### src/rtl/adder_pkg.sv
// -----------------------------------------------------------------------------
// adder_pkg
//   Shared definitions for the pipelined adder/subtractor.
//   - OP_ADD / OP_SUB : encodings of the 'sub' mode input.
//   - slice_w()       : per-stage slice width (WIDTH / STAGES).
//   - sat_max/sat_min : signed max/min bit patterns for a given width, returned
//                       in a 64-bit container (callers take the low bits).
// -----------------------------------------------------------------------------
package adder_pkg;

   localparam logic OP_ADD = 1'b0;
   localparam logic OP_SUB = 1'b1;

   // WIDTH must be a multiple of STAGES; no remainder slice is handled.
   function automatic int slice_w(input int width, input int stages);
      return width / stages;
   endfunction

   // 0 followed by (width-1) ones.
   function automatic logic [63:0] sat_max(input int width);
      logic [63:0] r;
      r = '0;
      for (int i = 0; i < width - 1; i++) r[i] = 1'b1;
      return r;
   endfunction

   // 1 followed by (width-1) zeros.
   function automatic logic [63:0] sat_min(input int width);
      logic [63:0] r;
      r = '0;
      r[width-1] = 1'b1;
      return r;
   endfunction

endpackage

### src/rtl/adder_fa.sv
// -----------------------------------------------------------------------------
// adder_fa
//   One-bit full-adder cell.
//   Ports: a_i, b_i, c_i (inputs) -> s_o (sum), c_o (carry out).
// -----------------------------------------------------------------------------
module adder_fa (
   input  logic a_i,
   input  logic b_i,
   input  logic c_i,
   output logic s_o,
   output logic c_o
);

   assign s_o = a_i ^ b_i ^ c_i;
   assign c_o = (a_i & b_i) | (c_i & (a_i ^ b_i));

endmodule

### src/rtl/adder_slice.sv
// -----------------------------------------------------------------------------
// adder_slice
//   Combinational SW-bit ripple-carry chain built from adder_fa cells.
//   Ports:
//     a_i, b_i [SW-1:0] : slice operands (b already inverted for subtract)
//     c_i               : carry into bit 0
//     s_o      [SW-1:0] : slice sum
//     c_o               : carry out of the slice MSB
//     c_msb_o           : carry into the slice MSB (for overflow detection)
// -----------------------------------------------------------------------------
module adder_slice #(
   parameter int SW = 4
) (
   input  logic [SW-1:0] a_i,
   input  logic [SW-1:0] b_i,
   input  logic          c_i,
   output logic [SW-1:0] s_o,
   output logic          c_o,
   output logic          c_msb_o
);

   // Carry kept per bit block rather than in one vector so the chain is not
   // seen as a self-referencing signal.
   for (genvar i = 0; i < SW; i++) begin : g_bit
      logic ci, co;
      if (i == 0) begin : g_c
         assign ci = c_i;
      end else begin : g_c
         assign ci = g_bit[i-1].co;
      end
      adder_fa u_fa (
         .a_i (a_i[i]),
         .b_i (b_i[i]),
         .c_i (ci),
         .s_o (s_o[i]),
         .c_o (co)
      );
   end

   assign c_o     = g_bit[SW-1].co;
   assign c_msb_o = g_bit[SW-1].ci;

endmodule

### src/rtl/pipelined_adder.sv
// -----------------------------------------------------------------------------
// pipelined_adder
//   Pipelined ripple-carry adder/subtractor. WIDTH is split into STAGES slices
//   of SW = WIDTH/STAGES bits; stage k adds slice k and registers the partial
//   sum, the carry and the not-yet-consumed upper operand bits. One beat per
//   cycle, valid/ready handshake, whole pipe stalls together on back-pressure.
//   Latency: a beat presented (and accepted) in cycle N is on the outputs in
//   cycle N+STAGES.
//
//   Ports:
//     clk, rst_n         : clock, asynchronous active-low reset
//     in_valid/in_ready  : operand handshake (in_ready = !out_valid || out_ready)
//     a, b [WIDTH-1:0]   : operands
//     cin                : carry-in (add mode only)
//     sub                : OP_ADD: a+b+cin, OP_SUB: a + ~b + 1
//     out_valid/out_ready: result handshake
//     sum [WIDTH-1:0]    : result modulo 2^WIDTH
//     cout               : carry out of MSB (subtract: 1 = no borrow)
//     overflow           : signed overflow (carry into MSB ^ carry out)
//
//   Build option: define PIPELINED_ADDER_SAT_EN to saturate 'sum' to the
//   signed max/min on overflow (cout/overflow keep their unsaturated values).
// -----------------------------------------------------------------------------
module pipelined_adder
   import adder_pkg::*;
#(
   parameter int WIDTH  = 8,
   parameter int STAGES = 2
) (
   input  logic             clk,
   input  logic             rst_n,
   input  logic             in_valid,
   output logic             in_ready,
   input  logic [WIDTH-1:0] a,
   input  logic [WIDTH-1:0] b,
   input  logic             cin,
   input  logic             sub,
   output logic             out_valid,
   input  logic             out_ready,
   output logic [WIDTH-1:0] sum,
   output logic             cout,
   output logic             overflow
);

   localparam int SW = slice_w(WIDTH, STAGES);

   logic              en;
   logic [STAGES-1:0] vld_q;
   logic [WIDTH-1:0]  sum_q, sum_d;
   logic              cout_q, cout_d;
   logic              ovf_q, ovf_d;

   // Single enable for every stage: bubbles advance too, nothing is compressed.
   assign en        = !vld_q[STAGES-1] || out_ready;
   assign in_ready  = en;
   assign out_valid = vld_q[STAGES-1];
   assign sum       = sum_q;
   assign cout      = cout_q;
   assign overflow  = ovf_q;

   for (genvar k = 0; k < STAGES; k++) begin : g_st
      localparam int LO = k * SW;
      localparam int HI = LO + SW - 1;

      logic [WIDTH-1:LO] a_up, b_up;   // operand bits not yet consumed
      logic [HI:0]       s_all;        // result bits resolved so far
      logic [SW-1:0]     s_sl;
      logic              c_in, c_out, c_msb;

      if (k == 0) begin : g_in
         assign a_up = a;
         assign b_up = (sub == OP_SUB) ? ~b : b;
         assign c_in = (sub == OP_SUB) ? 1'b1 : cin;
         assign s_all = s_sl;
      end else begin : g_in
         assign a_up  = g_st[k-1].g_reg.a_q;
         assign b_up  = g_st[k-1].g_reg.b_q;
         assign c_in  = g_st[k-1].g_reg.c_q;
         assign s_all = {s_sl, g_st[k-1].g_reg.s_q};
      end

      adder_slice #(.SW(SW)) u_slice (
         .a_i     (a_up[HI:LO]),
         .b_i     (b_up[HI:LO]),
         .c_i     (c_in),
         .s_o     (s_sl),
         .c_o     (c_out),
         .c_msb_o (c_msb)
      );

      if (k < STAGES - 1) begin : g_reg
         logic [WIDTH-1:HI+1] a_q, b_q;
         logic [HI:0]         s_q;
         logic                c_q;
         logic                unused_c_msb;

         // Carry into an inner slice MSB has no meaning for the result.
         assign unused_c_msb = c_msb;

         always_ff @(posedge clk or negedge rst_n) begin
            if (!rst_n) begin
               a_q <= '0;
               b_q <= '0;
               s_q <= '0;
               c_q <= 1'b0;
            end else if (en) begin
               a_q <= a_up[WIDTH-1:HI+1];
               b_q <= b_up[WIDTH-1:HI+1];
               s_q <= s_all;
               c_q <= c_out;
            end
         end
      end else begin : g_out
         assign cout_d = c_out;
         assign ovf_d  = c_out ^ c_msb;
`ifdef PIPELINED_ADDER_SAT_EN
         localparam logic [63:0] SMAX = sat_max(WIDTH);
         localparam logic [63:0] SMIN = sat_min(WIDTH);
         // On overflow both effective operands share a sign, which is the
         // sign of the true result.
         assign sum_d = !ovf_d          ? s_all :
                        a_up[WIDTH-1]   ? SMIN[WIDTH-1:0] : SMAX[WIDTH-1:0];
`else
         assign sum_d = s_all;
`endif
      end
   end

   always_ff @(posedge clk or negedge rst_n) begin
      if (!rst_n) begin
         vld_q  <= '0;
         sum_q  <= '0;
         cout_q <= 1'b0;
         ovf_q  <= 1'b0;
      end else if (en) begin
         vld_q[0] <= in_valid;
         for (int k = 1; k < STAGES; k++) vld_q[k] <= vld_q[k-1];
         sum_q  <= sum_d;
         cout_q <= cout_d;
         ovf_q  <= ovf_d;
      end
   end

endmodule
### config.mk
export PLATFORM = sky130hd
export DESIGN_NAME = pipelined_adder
export DESIGN_NICKNAME = d
export VERILOG_FILES = /design/src/rtl/adder_pkg.sv /design/src/rtl/adder_fa.sv /design/src/rtl/adder_slice.sv /design/src/rtl/pipelined_adder.sv
export SDC_FILE = /design/constraint.sdc
export NUM_CORES = 1
export LEC_CHECK = 0
export CORE_MARGIN = 2
export CORE_UTILIZATION = 33
export CTS_CLUSTER_SIZE = 25
export DETAILED_ROUTE_END_ITERATION = 8
export PLACE_DENSITY = 0.62
export SYNTH_ARGS = -nofsm -noshare
export SYNTH_HDL_FRONTEND = slang
export SYNTH_SLANG_ARGS = --single-unit
### constraint.sdc
create_clock -name clk -period 3.1 [get_ports clk]
set_clock_uncertainty 0.2 [all_clocks]
set_input_delay 0.775 -clock clk [delete_from_list [all_inputs] [get_ports clk]]
set_output_delay 0.775 -clock clk [all_outputs]
set_load 0.05 [all_outputs]
[Word level (Yosys, flattened, before mapping)]
Cells that the tools add are included.
Operators by class
  bitwise operators: 42
  reductions and logical operators: 2
  muxes and demuxes: 2
Operator list (number)
  1-bit bitwise XOR: 17
  1-bit bitwise AND: 16
  8-bit two-way mux: 1
  8-bit NOT: 1
  1-bit bitwise OR: 8
  1-bit zero test: 1
  1-bit logical OR: 1
  1-bit two-way mux: 1
Storage, ports and cells
  output and inout bits: 12
  logic and storage cells: 54
  flip-flop bits (word level): 25
  input port bits: 22

[Depth between registers and ports, before layout]
  depth after elaboration: 11
  mapped depth: 9
  depth with buffers taken out: 9

[Cells and area by module]
From an unflattened synthesis, not the netlist that was laid out.
Unflattened totals
  cell total of the unflattened synthesis: 73
  area total of the unflattened synthesis: 1280.0 um2
By module, submodules not included
  pipelined_adder: instances 1, cells each 65, area each 1119.8 um2, sequential area each 625.6 um2
  adder_fa: instances 8, cells each 1, area each 20.0 um2, sequential area each 0.0 um2

[Worst setup path before layout]
Ideal clock, no wire load.
  kind: input-to-reg
  start: input sub
  end: register g_st[0].g_reg.s_q[3]
  setup time: 0.125 ns
  arrival: 2.960 ns
  buffers on the path: 1
  slack: -0.185 ns
  data required time: 2.775 ns
  cell stages on the path: 8
  cell sequence: buf_2 > xnor2_1 > fa_1 > fa_1 > fa_1 > inv_1 > fa_1 > mux2_4
Between the ends
  longest elaborated chain between the ends: 9
  elaborated cells on any way between the ends: 16
  classes of those cells: mux: 2; bitwise: 14
RTL lines
  start: declaration: line pipelined_adder.sv:37  | input logic sub,
  8-bit two-way mux: line pipelined_adder.sv:72  | assign b_up = (sub == OP_SUB) ? ~b : b;
  1-bit bitwise XOR: line adder_fa.sv:15  | assign c_o = (a_i & b_i) | (c_i & (a_i ^ b_i));
  1-bit bitwise AND: line adder_fa.sv:15
  1-bit bitwise OR: line adder_fa.sv:15
  1-bit bitwise AND: line adder_fa.sv:15
  1-bit bitwise OR: line adder_fa.sv:15
  1-bit bitwise AND: line adder_fa.sv:15
  1-bit bitwise OR: line adder_fa.sv:15
  1-bit bitwise XOR (*): line adder_fa.sv:14  | assign s_o = a_i ^ b_i ^ c_i;
  named net g_st[0].u_slice.g_bit[3].u_fa.s_o: line adder_fa.sv:10  | output logic s_o,
  end signal: assignment: line pipelined_adder.sv:109  | s_q <= s_all;
  end: declaration: line pipelined_adder.sv:93  | logic [HI:0] s_q;
The timed path passes the listed nets; every way through them passes the cells marked *.
A chain may end at the register's enable or synchronous reset.

[Final worst setup path]
  start: input b[0]
  end: register g_st[0].g_reg.s_q[3]
Between the ends
  longest elaborated chain between the ends: 10
  elaborated cells on any way between the ends: 11
  classes of those cells: mux: 1; bitwise: 10
RTL lines
  start: declaration: line pipelined_adder.sv:35  | input logic [WIDTH-1:0] b,
  8-bit NOT: line pipelined_adder.sv:72
  8-bit two-way mux (*): line pipelined_adder.sv:72
  1-bit bitwise XOR: line adder_fa.sv:15
  1-bit bitwise AND: line adder_fa.sv:15
  1-bit bitwise OR (*): line adder_fa.sv:15
  1-bit bitwise AND (*): line adder_fa.sv:15
  1-bit bitwise OR (*): line adder_fa.sv:15
  1-bit bitwise AND (*): line adder_fa.sv:15
  1-bit bitwise OR (*): line adder_fa.sv:15
  1-bit bitwise XOR (*): line adder_fa.sv:14
  named net g_st[0].u_slice.g_bit[3].u_fa.s_o: line adder_fa.sv:10
Marks and branches as above.

==> impl_metrics.json <==
{
  "ys_seq_area_share_pct": 48.9,
  "leakagePower_nw": 0.762,
  "drt-initial-drc-count": 29,
  "p_clk_share_pct": 15.1,
  "cts_made_buffers": 3,
  "fp-row-count": 22,
  "critPathTopFamily": "adder cells",
  "synth_nets": 120,
  "wl_mm": 2.20,
  "crit_path_max_fanout": 1,
  "holdBufCountCts": 0,
  "swShare_pct": 38.6,
  "internal_power_w": 0.000770,
  "whs_ps": 278,
  "hold_class": "flip-flop to flip-flop",
  "finalSetupViolations": 0,
  "start_kind": "input port",
  "grt_pass1_wl_mm": 3.90,
  "postPlaceCellArea_um2": 1680,
  "drtPass1Iterations": 3,
  "seqPwrFrac_pct": 37.8,
  "n_fill_cell": 346,
  "die_area_um2": 4390,
  "grt_pass1_vias": 864,
  "netlist_top_cells_area": "dfrtp_1 (49%), fa_1 (13%), mux2_4 (12%), mux2_2 (5.3%), xnor2_1 (4.1%)",
  "multiInputGateArea_um2": 586,
  "async_flop_share_pct": 100,
  "min_period_ps": 3030,
  "regArea_um2": 626,
  "outcome": "completed",
  "worst_path_largest_cell_delay_ps": 390,
  "layout-drive-gt1-share_pct": 24.4,
  "port_buffers": 33,
  "max-cap-violations": 0,
  "critPathKind": "input port to flip-flop",
  "critPathBufInv": 2,
  "stdcell_area_um2": 1720,
  "area_growth_pct": 34.5,
  "yosysMostFrequentCell": "dfrtp_1",
  "vias": 777,
  "grt-ovfl-total": 0,
  "start_util_pct": 34.7,
  "ys_top_cells_by_count": "dfrtp_1 (25), inv_1 (11), mux2_4 (10), fa_1 (8)",
  "synth_top_area_share_pct": 48.9,
  "clkSinkCount": 25,
  "power.switching_w": 0.000484,
  "wl_per_cell_um": 12.5,
  "cts_max_level": 1,
  "die_w_um": 66.3,
  "ys_seq_elements": 25,
  "core_um2": 3690,
  "required_ps": 3060,
  "post-route-period-util_pct": 97.6,
  "root_buffer": "clkbuf_8",
  "detail-route-antenna-nets": 0,
  "drcViolationCount": 0,
  "dp_cells": 171,
  "yosys.cell_types.count": 16,
  "clk_pin_slew_ps": 80,
  "grt_max_degree": 26,
  "syn_area_um2": 1280,
  "hold_violations": 0,
  "clockBufferDepth": 2,
  "drt-vias-per-instance": 4.44,
  "io_pins": 34,
  "diodes": 0,
  "synth.avg_cell_area_um2": 14.2,
  "finalMaxSlewViolations": 0,
  "rsz0062_at_grt": "false",
  "timing.slew.headroom_pct": 66.5,
  "cts_tree": "done",
  "yosysWarnings": 0,
  "clk_latency_ps": 270,
  "cp.arrival_ps": 2990,
  "antenna_found_initial": 0,
  "ir_drop_uv": 311,
  "synthCells": 90,
  "synth_edf_count": 0,
  "grtUsageTotal_pct": 12.0,
  "endpoint_kind": "flip-flop",
  "slowest_stage": "fa_2",
  "dominantRegCellSynth": "dfrtp_1",
  "powerDensity_nw_per_um2": 729,
  "crit_top_cell": "fa_2",
  "place.gp.congestion": 0.738,
  "fp.dieH_um": 66.3,
  "stdcell_count": 175,
  "crit_chain": "clkdlybuf4s15_1 > xnor2_2 > fa_2 > fa_2 > fa_2 > inv_2 > fa_1 > mux2_4",
  "fmax_ghz": 0.330,
  "nets": 158,
  "synth_top_area_cell": "dfrtp_1",
  "hpwl_mm": 1.63,
  "p_comb_share_pct": 47.1,
  "tightest_slew_ps": 501
}
==> layout by cell type, fill, tap and decap left out, drive strengths merged <==
| master | synthesis | final |
|---|---|---|
| mux2i | 2 | 2 |
| clkdlybuf4s50 | 0 | 28 |
| nand2b | 2 | 2 |
| clkbuf | 0 | 4 |
| fa | 8 | 8 |
| buf | 4 | 6 |
| nor2 | 1 | 1 |
| inv | 11 | 11 |
| mux2 | 16 | 16 |
| clkdlybuf4s15 | 0 | 1 |
| dfrtp | 25 | 25 |
| a21oi | 6 | 6 |
| xnor2 | 6 | 6 |
| nor3b | 6 | 6 |
| xor2 | 3 | 3 |
| dlygate4sd2 | 0 | 2 |
==> power groups by stage <==
stage	registers, W	clock network [W]	logic [W]
2_1_floorplan	0.000674	0	0.000209
3_3_place_gp	0.000479	0	0.000592
3_5_place_dp	0.000482	0	0.000599
4_1_cts	0.000476	0.000198	0.000600
5_1_grt	0.000488	0.000216	0.000635
6_report	0.000474	0.000189	0.000591
==> layer usage <==
metal	wire length, um	vias up	track usage (%)
met5	0	-	0
met4	58	0	6.89
met3	133	5	2.04
met2	1050	28	19.0
met1	948	383	15.2
li1	-	361	-
==> flip-flops by register name, indices dropped and copies added (netlist names) <==
signal,flops
vld_q,2
cout,1
overflow,1
g_st.g_reg.b_q,4
g_st.g_reg.c_q,1
g_st.g_reg.s_q,4
g_st.g_reg.a_q,4
sum,8
==> cell type report <==
cell class	instances	share of cell area (%)
timing repair buffer	37	21.1
inverter	11	2.40
clock buffer	4	2.62
tap	48	3.49
sequential	25	36.4
multi-input combinational	50	34.0
==> cell families (layout without fill, tap and decap cells) <==
family	Yosys count	count (layout)	share of synthesized area, %
muxes	18	18	18.6
and+or+nand+nor	9	9	4.79
adders and majority gates	8	8	12.5
buffers and inverters	15	52	6.65
AOI/OAI and AO/OA	6	6	2.35
xor gates and xnor gates	9	9	6.16
DFF	25	25	48.9
==> stage by stage <==
step / worst slack, ps / setup TNS [ps] / power, W / util [%]
2_1_floorplan: -24.8 / -24.8 / 0.000883 / -
3_3_place_gp: -486 / -559 / 0.00107 / 45.5
3_5_place_dp: -573 / -681 / 0.00108 / 45.5
4_1_cts: 3.51 / 0 / 0.00127 / 46.6
5_1_grt: 37.4 / 0 / 0.00134 / 46.6
6_report: 73.0 / 0 / 0.00125 / 46.6
==> final timing paths <==
check	depth (start not counted)	startpoint	to	slack (ps)
max	8	b[0]	g_st[0].g_reg.s_q[3]	70
min	1	vld_q[0]	vld_q[1]	280
max reg2reg	9	g_st[0].g_reg.c_q	overflow	630
min reg2reg	1	vld_q[0]	vld_q[1]	280
max in group asynchronous	2	rst_n	cout	1790
min in group asynchronous	2	rst_n	sum[6]	660
==> timing repair <==
action	4_1_cts	5_1_grt
setup buffers	0	0
pin swaps	5	1
cloned	0	0
setup endpoints to repair	1	1
gates resized for setup	11	0
Power figures use the tool's default switching activity.
